$ cat src/rtl/imem_loader_pkg.sv
// Shared definitions for the instruction-memory loader: FSM states and
// default geometry/timing parameters.
package imem_loader_pkg;

  typedef enum logic [2:0] {
    IDLE    = 3'd0,
    LOAD    = 3'd1,
    RELEASE = 3'd2,
    RUN     = 3'd3,
    ERROR   = 3'd4
  } state_e;

  localparam int          DEF_DEPTH         = 1024;
  localparam logic [31:0] DEF_BASE_ADDR     = 32'h0000_0000;
  localparam int          DEF_RELEASE_DELAY = 4;

endpackage

$ cat src/rtl/imem_loader_release_counter.sv
// Loadable down-counter that times how long the core stays in reset after
// the last instruction word is written.
module release_counter #(
  parameter int W = 2
) (
  input  logic         Clk,
  input  logic         Reset,
  input  logic         load,
  input  logic [W-1:0] load_value,
  input  logic         dec,
  output logic         zero
);

  logic [W-1:0] count;

  always_ff @(posedge Clk) begin
    if (!Reset)                      count <= '0;
    else if (load)                   count <= load_value;
    else if (dec && (count != '0))   count <= count - W'(1);
  end

  assign zero = (count == '0);

endmodule

$ cat src/rtl/imem_loader.sv
// Streams a program into instruction memory, then releases the core from
// reset after a fixed delay; flags overflow when the program exceeds DEPTH.
module imem_loader
  import imem_loader_pkg::*;
#(
  parameter int          DEPTH         = DEF_DEPTH,
  parameter logic [31:0] BASE_ADDR     = DEF_BASE_ADDR,
  parameter int          RELEASE_DELAY = DEF_RELEASE_DELAY
) (
  input  logic                     Clk,
  input  logic                     Reset,
  input  logic                     Start,
  input  logic                     InValid,
  input  logic [31:0]              InData,
  input  logic                     InLast,
  output logic                     InReady,
  output logic                     ImemWriteEn,
  output logic [31:0]              ImemAddr,
  output logic [31:0]              ImemWriteData,
  output logic                     CoreReset,
  output logic                     Done,
  output logic                     Error,
  output logic [$clog2(DEPTH):0]   WordCount
);

  localparam int CW = $clog2(DEPTH) + 1;
  localparam int RW = (RELEASE_DELAY > 1) ? $clog2(RELEASE_DELAY) : 1;

  state_e      state;
  logic        accept;
  logic        rel_zero;
  logic [31:0] word_addr;

  assign InReady   = (state == LOAD);
  assign accept    = InValid && InReady;
  assign word_addr = BASE_ADDR + (32'(WordCount) << 2);

  // Loaded with DELAY-1 so the RELEASE state lasts exactly RELEASE_DELAY cycles.
  release_counter #(.W(RW)) u_rel (
    .Clk        (Clk),
    .Reset      (Reset),
    .load       (accept && InLast),
    .load_value (RW'(RELEASE_DELAY - 1)),
    .dec        (state == RELEASE),
    .zero       (rel_zero)
  );

  always_ff @(posedge Clk) begin
    if (!Reset) begin
      state         <= IDLE;
      CoreReset     <= 1'b1;
      ImemWriteEn   <= 1'b0;
      ImemAddr      <= BASE_ADDR;
      ImemWriteData <= '0;
      Done          <= 1'b0;
      Error         <= 1'b0;
      WordCount     <= '0;
    end else begin
      ImemWriteEn <= 1'b0;
      case (state)
        IDLE: if (Start) begin
          state     <= LOAD;
          WordCount <= '0;
        end
        LOAD: if (accept) begin
          ImemWriteEn   <= 1'b1;
          ImemAddr      <= word_addr;
          ImemWriteData <= InData;
          WordCount     <= WordCount + CW'(1);
          if (InLast) state <= RELEASE;
          else if (WordCount == CW'(DEPTH - 1)) begin
            // The overflowing word is still written; only further words are refused.
            state <= ERROR;
            Error <= 1'b1;
          end
        end
        RELEASE: if (rel_zero) begin
          state     <= RUN;
          CoreReset <= 1'b0;
          Done      <= 1'b1;
        end
        RUN: if (Start) begin
          state     <= LOAD;
          CoreReset <= 1'b1;
          Done      <= 1'b0;
          WordCount <= '0;
        end
        ERROR: if (Start) begin
          state     <= LOAD;
          Error     <= 1'b0;
          WordCount <= '0;
        end
        default: begin
          state     <= IDLE;
          CoreReset <= 1'b1;
          Done      <= 1'b0;
          Error     <= 1'b0;
        end
      endcase
    end
  end

endmodule

$ cat config.mk
export PLATFORM = sky130hd
export DESIGN_NAME = imem_loader
export DESIGN_NICKNAME = d
export VERILOG_FILES = /design/src/rtl/imem_loader_pkg.sv /design/src/rtl/imem_loader_release_counter.sv /design/src/rtl/imem_loader.sv
export SDC_FILE = /design/constraint.sdc
export NUM_CORES = 1
export LEC_CHECK = 0
export BUFFER_PORTS_ARGS = -buffer_cell sky130_fd_sc_hd__clkbuf_2
export CAP_MARGIN = 20
export CORE_ASPECT_RATIO = 1.4
export CORE_UTILIZATION = 43
export CTS_CLUSTER_SIZE = 28
export DETAILED_ROUTE_END_ITERATION = 16
export GPL_TIMING_DRIVEN = 0
export PLACE_DENSITY = 0.82
export SLEW_MARGIN = 10
export SYNTH_ARGS = -nofsm -noshare
export SYNTH_HDL_FRONTEND = slang
export SYNTH_HIERARCHICAL = 1
export SYNTH_SLANG_ARGS = --single-unit
$ cat constraint.sdc
create_clock -name Clk -period 1.6 [get_ports Clk]
set_input_delay 0.48 -clock Clk [delete_from_list [all_inputs] [get_ports Clk]]
set_output_delay 0.48 -clock Clk [all_outputs]
set_load 0.1 [all_outputs]
-- Word level (Yosys, flattened, before mapping)
Cells that the tools add are included.
- register bits: 63
- latch bits: 0
- bits in writable memories: 0
- memory bits (read-only): 0
- logic and storage cells: 65
- memories kept: 0
- add/sub/neg operators: 2
- $mul: 0
- div/mod/pow operators: 0
- $lt $le $gt $ge: 0
- equality and inequality tests: 13
- shifts and indexed selects: 0
- muxes and demuxes: 22
- bitwise gates (word level): 2
- reductions and logical operators: 17
- operator list (operator ; count):
    $mux W11 ; 2
    $pmux W11 S2 ; 1
    $mux W3 ; 5
    $add A11 B1 Y11 const B ; 1
    $eq A11 B10 Y1 const B ; 1
    $pmux W1 S3 ; 3
    $pmux W3 S3 ; 1
    $reduce_or A3 Y1 ; 3
    $mux W1 ; 8
    $ne A2 B2 Y1 const B ; 4
    $eq A3 B2 Y1 const B ; 2
    $ne A2 B1 Y1 const B ; 3
    $reduce_and A3 Y1 ; 2
    $reduce_bool A2 Y1 ; 3
    $reduce_and A5 Y1 ; 1
    $mux W2 ; 2
    $reduce_and A2 Y1 ; 2
    $reduce_and A4 Y1 ; 1
    $eq A3 B1 Y1 const B ; 1
    $eq A3 B3 Y1 const B ; 1
    $logic_and A1 B1 Y1 ; 3
    $logic_not A3 Y1 ; 1
    $ne A3 B2 Y1 const B ; 1
    $logic_not A2 Y1 ; 1
    other kinds (2) ; 3

-- Longest topological paths before layout
- depth after elaboration: 5
- mapped depth: 7

-- By module
Netlist, hierarchy kept.
- modules (own cells, without submodules) (module ; times used ; cells an instance ; area each (um^2)):
    imem_loader ; 1 ; 325 ; 2615.0
    release_counter ; 1 ; 14 ; 122.6

-- Least setup slack after synthesis
OpenSTA, ideal clock, no wires.
- path kind: register -> register
- start: reg state[1]
- end: reg ImemAddr[2]
- setup time: 70 ps
- data arrival time: 3558 ps
- required time: 1530 ps
- slack: -2028 ps
- cell stages (with the launch flop): 8
- period minus slack after synthesis: 3628 ps
- cell sequence: dfxtp_1 > buf_2 > nor3b_1 > and2_1 > buf_2 > buf_4 > nand2_1 > a21oi_1
- longest elaborated chain between the ends: 3
- RTL lines (item ; RTL line ; RTL):
    start: declaration ; imem_loader.sv:29 ; state_e state;
    start signal: assignment ; imem_loader.sv:50 ; state <= IDLE;
    start signal: assignment ; imem_loader.sv:62 ; state <= LOAD;
    start signal: assignment ; imem_loader.sv:70 ; if (InLast) state <= RELEASE;
    $eq A3 B1 Y1 (*) ; imem_loader.sv:34 ; assign InReady = (state == LOAD);
    via InReady ; imem_loader.sv:16 ; output logic InReady,
    $logic_and A1 B1 Y1 ; imem_loader.sv:35 ; assign accept = InValid && InReady;
    $reduce_and A2 Y1 (no source line) (*) ; n/a ;
    end signal: assignment ; imem_loader.sv:67 ; ImemAddr <= word_addr;
    end: declaration ; imem_loader.sv:18 ; output logic [31:0] ImemAddr,
The timed path passes the listed nets; every way through them passes the cells marked *.
A chain may end at the register's enable or synchronous reset.

-- Final worst setup path
- start: reg state[1]
- end: out InReady
- longest elaborated chain between the ends: 1
- RTL lines (item ; RTL line):
    $eq A3 B1 Y1 ; imem_loader.sv:34
    end: declaration ; imem_loader.sv:16
No other way between the ends.

==> impl_metrics.env <==
export IMPL_flow_area_growth_from_synthesis_pct=41.1
export IMPL_finalWorstPathRequiredPeriod_ps=1750
export IMPL_critical_path_startpoint_type="flip-flop"
export IMPL_power_mw=3.75
export IMPL_yosys_register_bits=63
export IMPL_grt_max_degree=11
export IMPL_achievable_frequency_mhz=570
export IMPL_yosysWarnings=6
export IMPL_globalRouteOverflowTotal=0
export IMPL_asyncSetResetFlopFracSynth_pct=0
export IMPL_core_region_area_mm2=0.00617
export IMPL_top_level_ports=117
export IMPL_detail_route_drc_violations=0
export IMPL_sequentialPowerShare_pct=43.5
export IMPL_row_count=34
export IMPL_comb_power_share_pct=26.7
export IMPL_synth_lib_cells_used_distinct=46
export IMPL_yosys_top_cells_area="sky130_fd_sc_hd__dfxtp_1 46%, sky130_fd_sc_hd__nand2_1 12%, sky130_fd_sc_hd__a21oi_1 10%"
export IMPL_timing_final_ws_setup_ps=-154
export IMPL_grt_pass1_vias=2366
export IMPL_post_place_cells=527
export IMPL_drv_cap=0
export IMPL_worst_path_dominant_cell_family="buffers and inverters"
export IMPL_die_y_um=96.4
export IMPL_crit_arrival_ps=1270
export IMPL_syn_instance_count=339
export IMPL_grt_setup_unrepaired="true"
export IMPL_synth_seq_area_share_pct=46.1
export IMPL_pwr_cell_area_mw_per_mm2=972
export IMPL_report_final_hold_viol_count=0
export IMPL_clk_insertion_delay_late_ps=330
export IMPL_switching_power_mw=1.37
export IMPL_slew_violations=0
export IMPL_post_layout_nonfiller_instances=544
export IMPL_design_final_nets=506
export IMPL_max_stage_delay_ps=320
export IMPL_cts_sink_count=63
export IMPL_post_synth_instance_area_mm2=0.00274
export IMPL_post_route_wl_um=6900
export IMPL_total_number_of_vias=2699
export IMPL_worstMarginPinSlew_ps=490
export IMPL_final_routed_wire_length_divided_by_cell_count_um=12.7
export IMPL_finalCritPeriodShare_pct=110
export IMPL_critical_path_required_ps=1120
export IMPL_critPathMaxFanout=10
export IMPL_numCtsBuffers=9
export IMPL_buffer_ports_inserted=95
export IMPL_commonest_cells_after_routing_fill_and_taps_aside="88 x sky130_fd_sc_hd__nand2_1, 54 x sky130_fd_sc_hd__a21oi_1, 54 x sky130_fd_sc_hd__clkbuf_4"
export IMPL_gp_congestion=0.794
export IMPL_grt_antenna_before_repair=0
export IMPL_clk_pin_slew_ps=70
export IMPL_crit_slowest_cell="sky130_fd_sc_hd__dfxtp_2"
export IMPL_dp_hpwl_um=4900
export IMPL_dieArea_mm2=0.00669
export IMPL_power_internal_mw=2.39
export IMPL_antenna_violating_nets_post_route=0
export IMPL_synthFlopType="sky130_fd_sc_hd__dfxtp_1"
export IMPL_starting_density_of_the_core_pct=44.4
export IMPL_mostFrequentLayoutCell="sky130_fd_sc_hd__nand2_1"
export IMPL_slew_headroom_pct=66.9
export IMPL_floorplan_die_width_um=69.4
export IMPL_synth_edf_count=0
export IMPL_share_clk_of_total_power_pct=29.8
export IMPL_synth_top_cell_by_area="sky130_fd_sc_hd__dfxtp_1"
export IMPL_timing_worst_setup_path_type="reg -> out"
export IMPL_cts_max_level=3
export IMPL_synth_top_cell_area_share_pct=46.1
export IMPL_failed_checks="setup timing"
export IMPL_worst_hold_path_type="in -> reg"
export IMPL_power_switching_share_pct=36.4
export IMPL_finalClockSkew_ps=8.51
export IMPL_critical_path_cell_chain="buf_6 -> nor3b_4 -> clkbuf_16"
export IMPL_first_pass_iteration_count_of_the_detailed_router=5
export IMPL_antenna_diode_count=0
export IMPL_crit_path_end_kind="primary output"
export IMPL_drive_gt1_share_pct=37.3
export IMPL_leakage_nw=1.61
export IMPL_clock_tree_buffer_depth=2
export IMPL_outcome="complete, but fails checks"
export IMPL_grt_use_total_pct=20.9
export IMPL_syn_avg_cell_area_um2=8.08
export IMPL_via_per_inst=4.96
export IMPL_peak_supply_drop_mv=0.634
export IMPL_clk_root_buffer_cell="sky130_fd_sc_hd__clkbuf_8"
export IMPL_grt_first_pass_wirelength_um=11000
export IMPL_finalSetupViolations=7
export IMPL_cts_tree="yes"
export IMPL_detail_route_iter0_violations=76
export IMPL_worst_path_buf_inv=2
## routing by layer
| metal | track usage [%] | share of wire [%] |
|---|---|---|
| met5 | 0 | 0 |
| met4 | 8.33 | 1.6 |
| met3 | 5.08 | 5.7 |
| met2 | 39.4 | 53 |
| met1 | 22.5 | 39 |
## power by group through the flow
stage / Sequential (mW) / Clock, mW / Combinational, mW
2_1_floorplan: 1.98 / 0 / 0.485
3_3_place_gp: 1.67 / 0 / 0.936
3_5_place_dp: 1.67 / 0 / 0.946
4_1_cts: 1.63 / 1.15 / 0.989
5_1_grt: 1.64 / 1.23 / 1.05
6_report: 1.63 / 1.12 / 1.00
## metrics by stage
step / utilization, % / setup TNS (ps) / hold WS (ps) / worst slack (ps) / area (um^2)
after floorplan: - / -18380 / 531 / -440 / 2920
after global placement: 56.5 / -3870 / 437 / -207 / 3480
after detailed placement: 56.5 / -5200 / 444 / -288 / 3480
after CTS: 61.9 / -399 / 351 / -171 / 3820
after global routing: 62.6 / -1090 / 352 / -225 / 3860
final: 62.6 / -595 / 368 / -154 / 3860
## area by class of cell
class	instances	area [um^2]
timing repair buffer	97	651
sequential	63	1300
clock buffer	11	131
clock inverter	5	25.0
buffer	42	295
fill	550	2300
tap	72	90.1
inverter	8	30.0
multi-input combinational	246	1340
## path summary, 6_finish.rpt
kind,endpoint,cells past startpoint,slack (ps),from
min,ImemWriteData[1],3,370,InData[1]
max reg2reg,state[2],6,-110,u_rel/count[0]
min reg2reg,ImemWriteData[12],2,450,ImemWriteData[12]
max,InReady,3,-150,state[1]
## sequential cells by signal (all words and copies together), names as in the netlist
register	count
ImemWriteData	32
ImemAddr	11
WordCount	11
state	3
u_rel/count	2
CoreReset	1
Done	1
Error	1
ImemWriteEn	1
## cells by family after synthesis
| kind of cell | after synthesis | synth area share, % |
|---|---|---|
| buffers and inverters | 51 | 10.7 |
| AO/OA/AOI/OAI | 84 | 17.2 |
| multiplexers | 2 | 0.777 |
| adder cells (fa/ha/maj) | 2 | 0.914 |
| other | 2 | 0.274 |
| XOR/XNOR | 1 | 0.320 |
| AND/OR/NAND/NOR | 134 | 23.8 |
| flip-flops | 63 | 46.1 |
## Yosys cell counts (2+ instances only)
cell	number
sky130_fd_sc_hd__or4_1	4
sky130_fd_sc_hd__nor4b_1	2
sky130_fd_sc_hd__nor2b_1	4
sky130_fd_sc_hd__nor3b_1	4
sky130_fd_sc_hd__clkbuf_1	12
sky130_fd_sc_hd__nand3_1	4
sky130_fd_sc_hd__a31oi_1	2
sky130_fd_sc_hd__o31ai_1	4
sky130_fd_sc_hd__a211oi_1	2
sky130_fd_sc_hd__and2_1	2
sky130_fd_sc_hd__o21ai_0	11
sky130_fd_sc_hd__buf_4	25
sky130_fd_sc_hd__inv_1	8
sky130_fd_sc_hd__nor2_1	5
sky130_fd_sc_hd__ha_1	2
sky130_fd_sc_hd__conb_1	2
sky130_fd_sc_hd__nand2_1	88
sky130_fd_sc_hd__or3_1	6
sky130_fd_sc_hd__and3_1	2
sky130_fd_sc_hd__buf_2	6
sky130_fd_sc_hd__dfxtp_1	63
sky130_fd_sc_hd__a21oi_1	56
sky130_fd_sc_hd__nand4b_1	2
## worst register-to-register path: stages (launching register included)
cell	delay, ps
sky130_fd_sc_hd__dfxtp_1	350
sky130_fd_sc_hd__inv_1	60
sky130_fd_sc_hd__ha_1	290
sky130_fd_sc_hd__nor4b_1	470
sky130_fd_sc_hd__a211oi_2	100
sky130_fd_sc_hd__a21oi_1	250
sky130_fd_sc_hd__a211oi_1	80
## repair_timing
| item | 4_1_cts | 5_1_grt |
|---|---|---|
| hold buffers | 0 | 0 |
| buffers inserted | 2 | 0 |
| resized for setup | 60 | 28 |
| setup endpoints to repair | 66 | 48 |
Note: power is estimated with default switching activity, not from simulation.
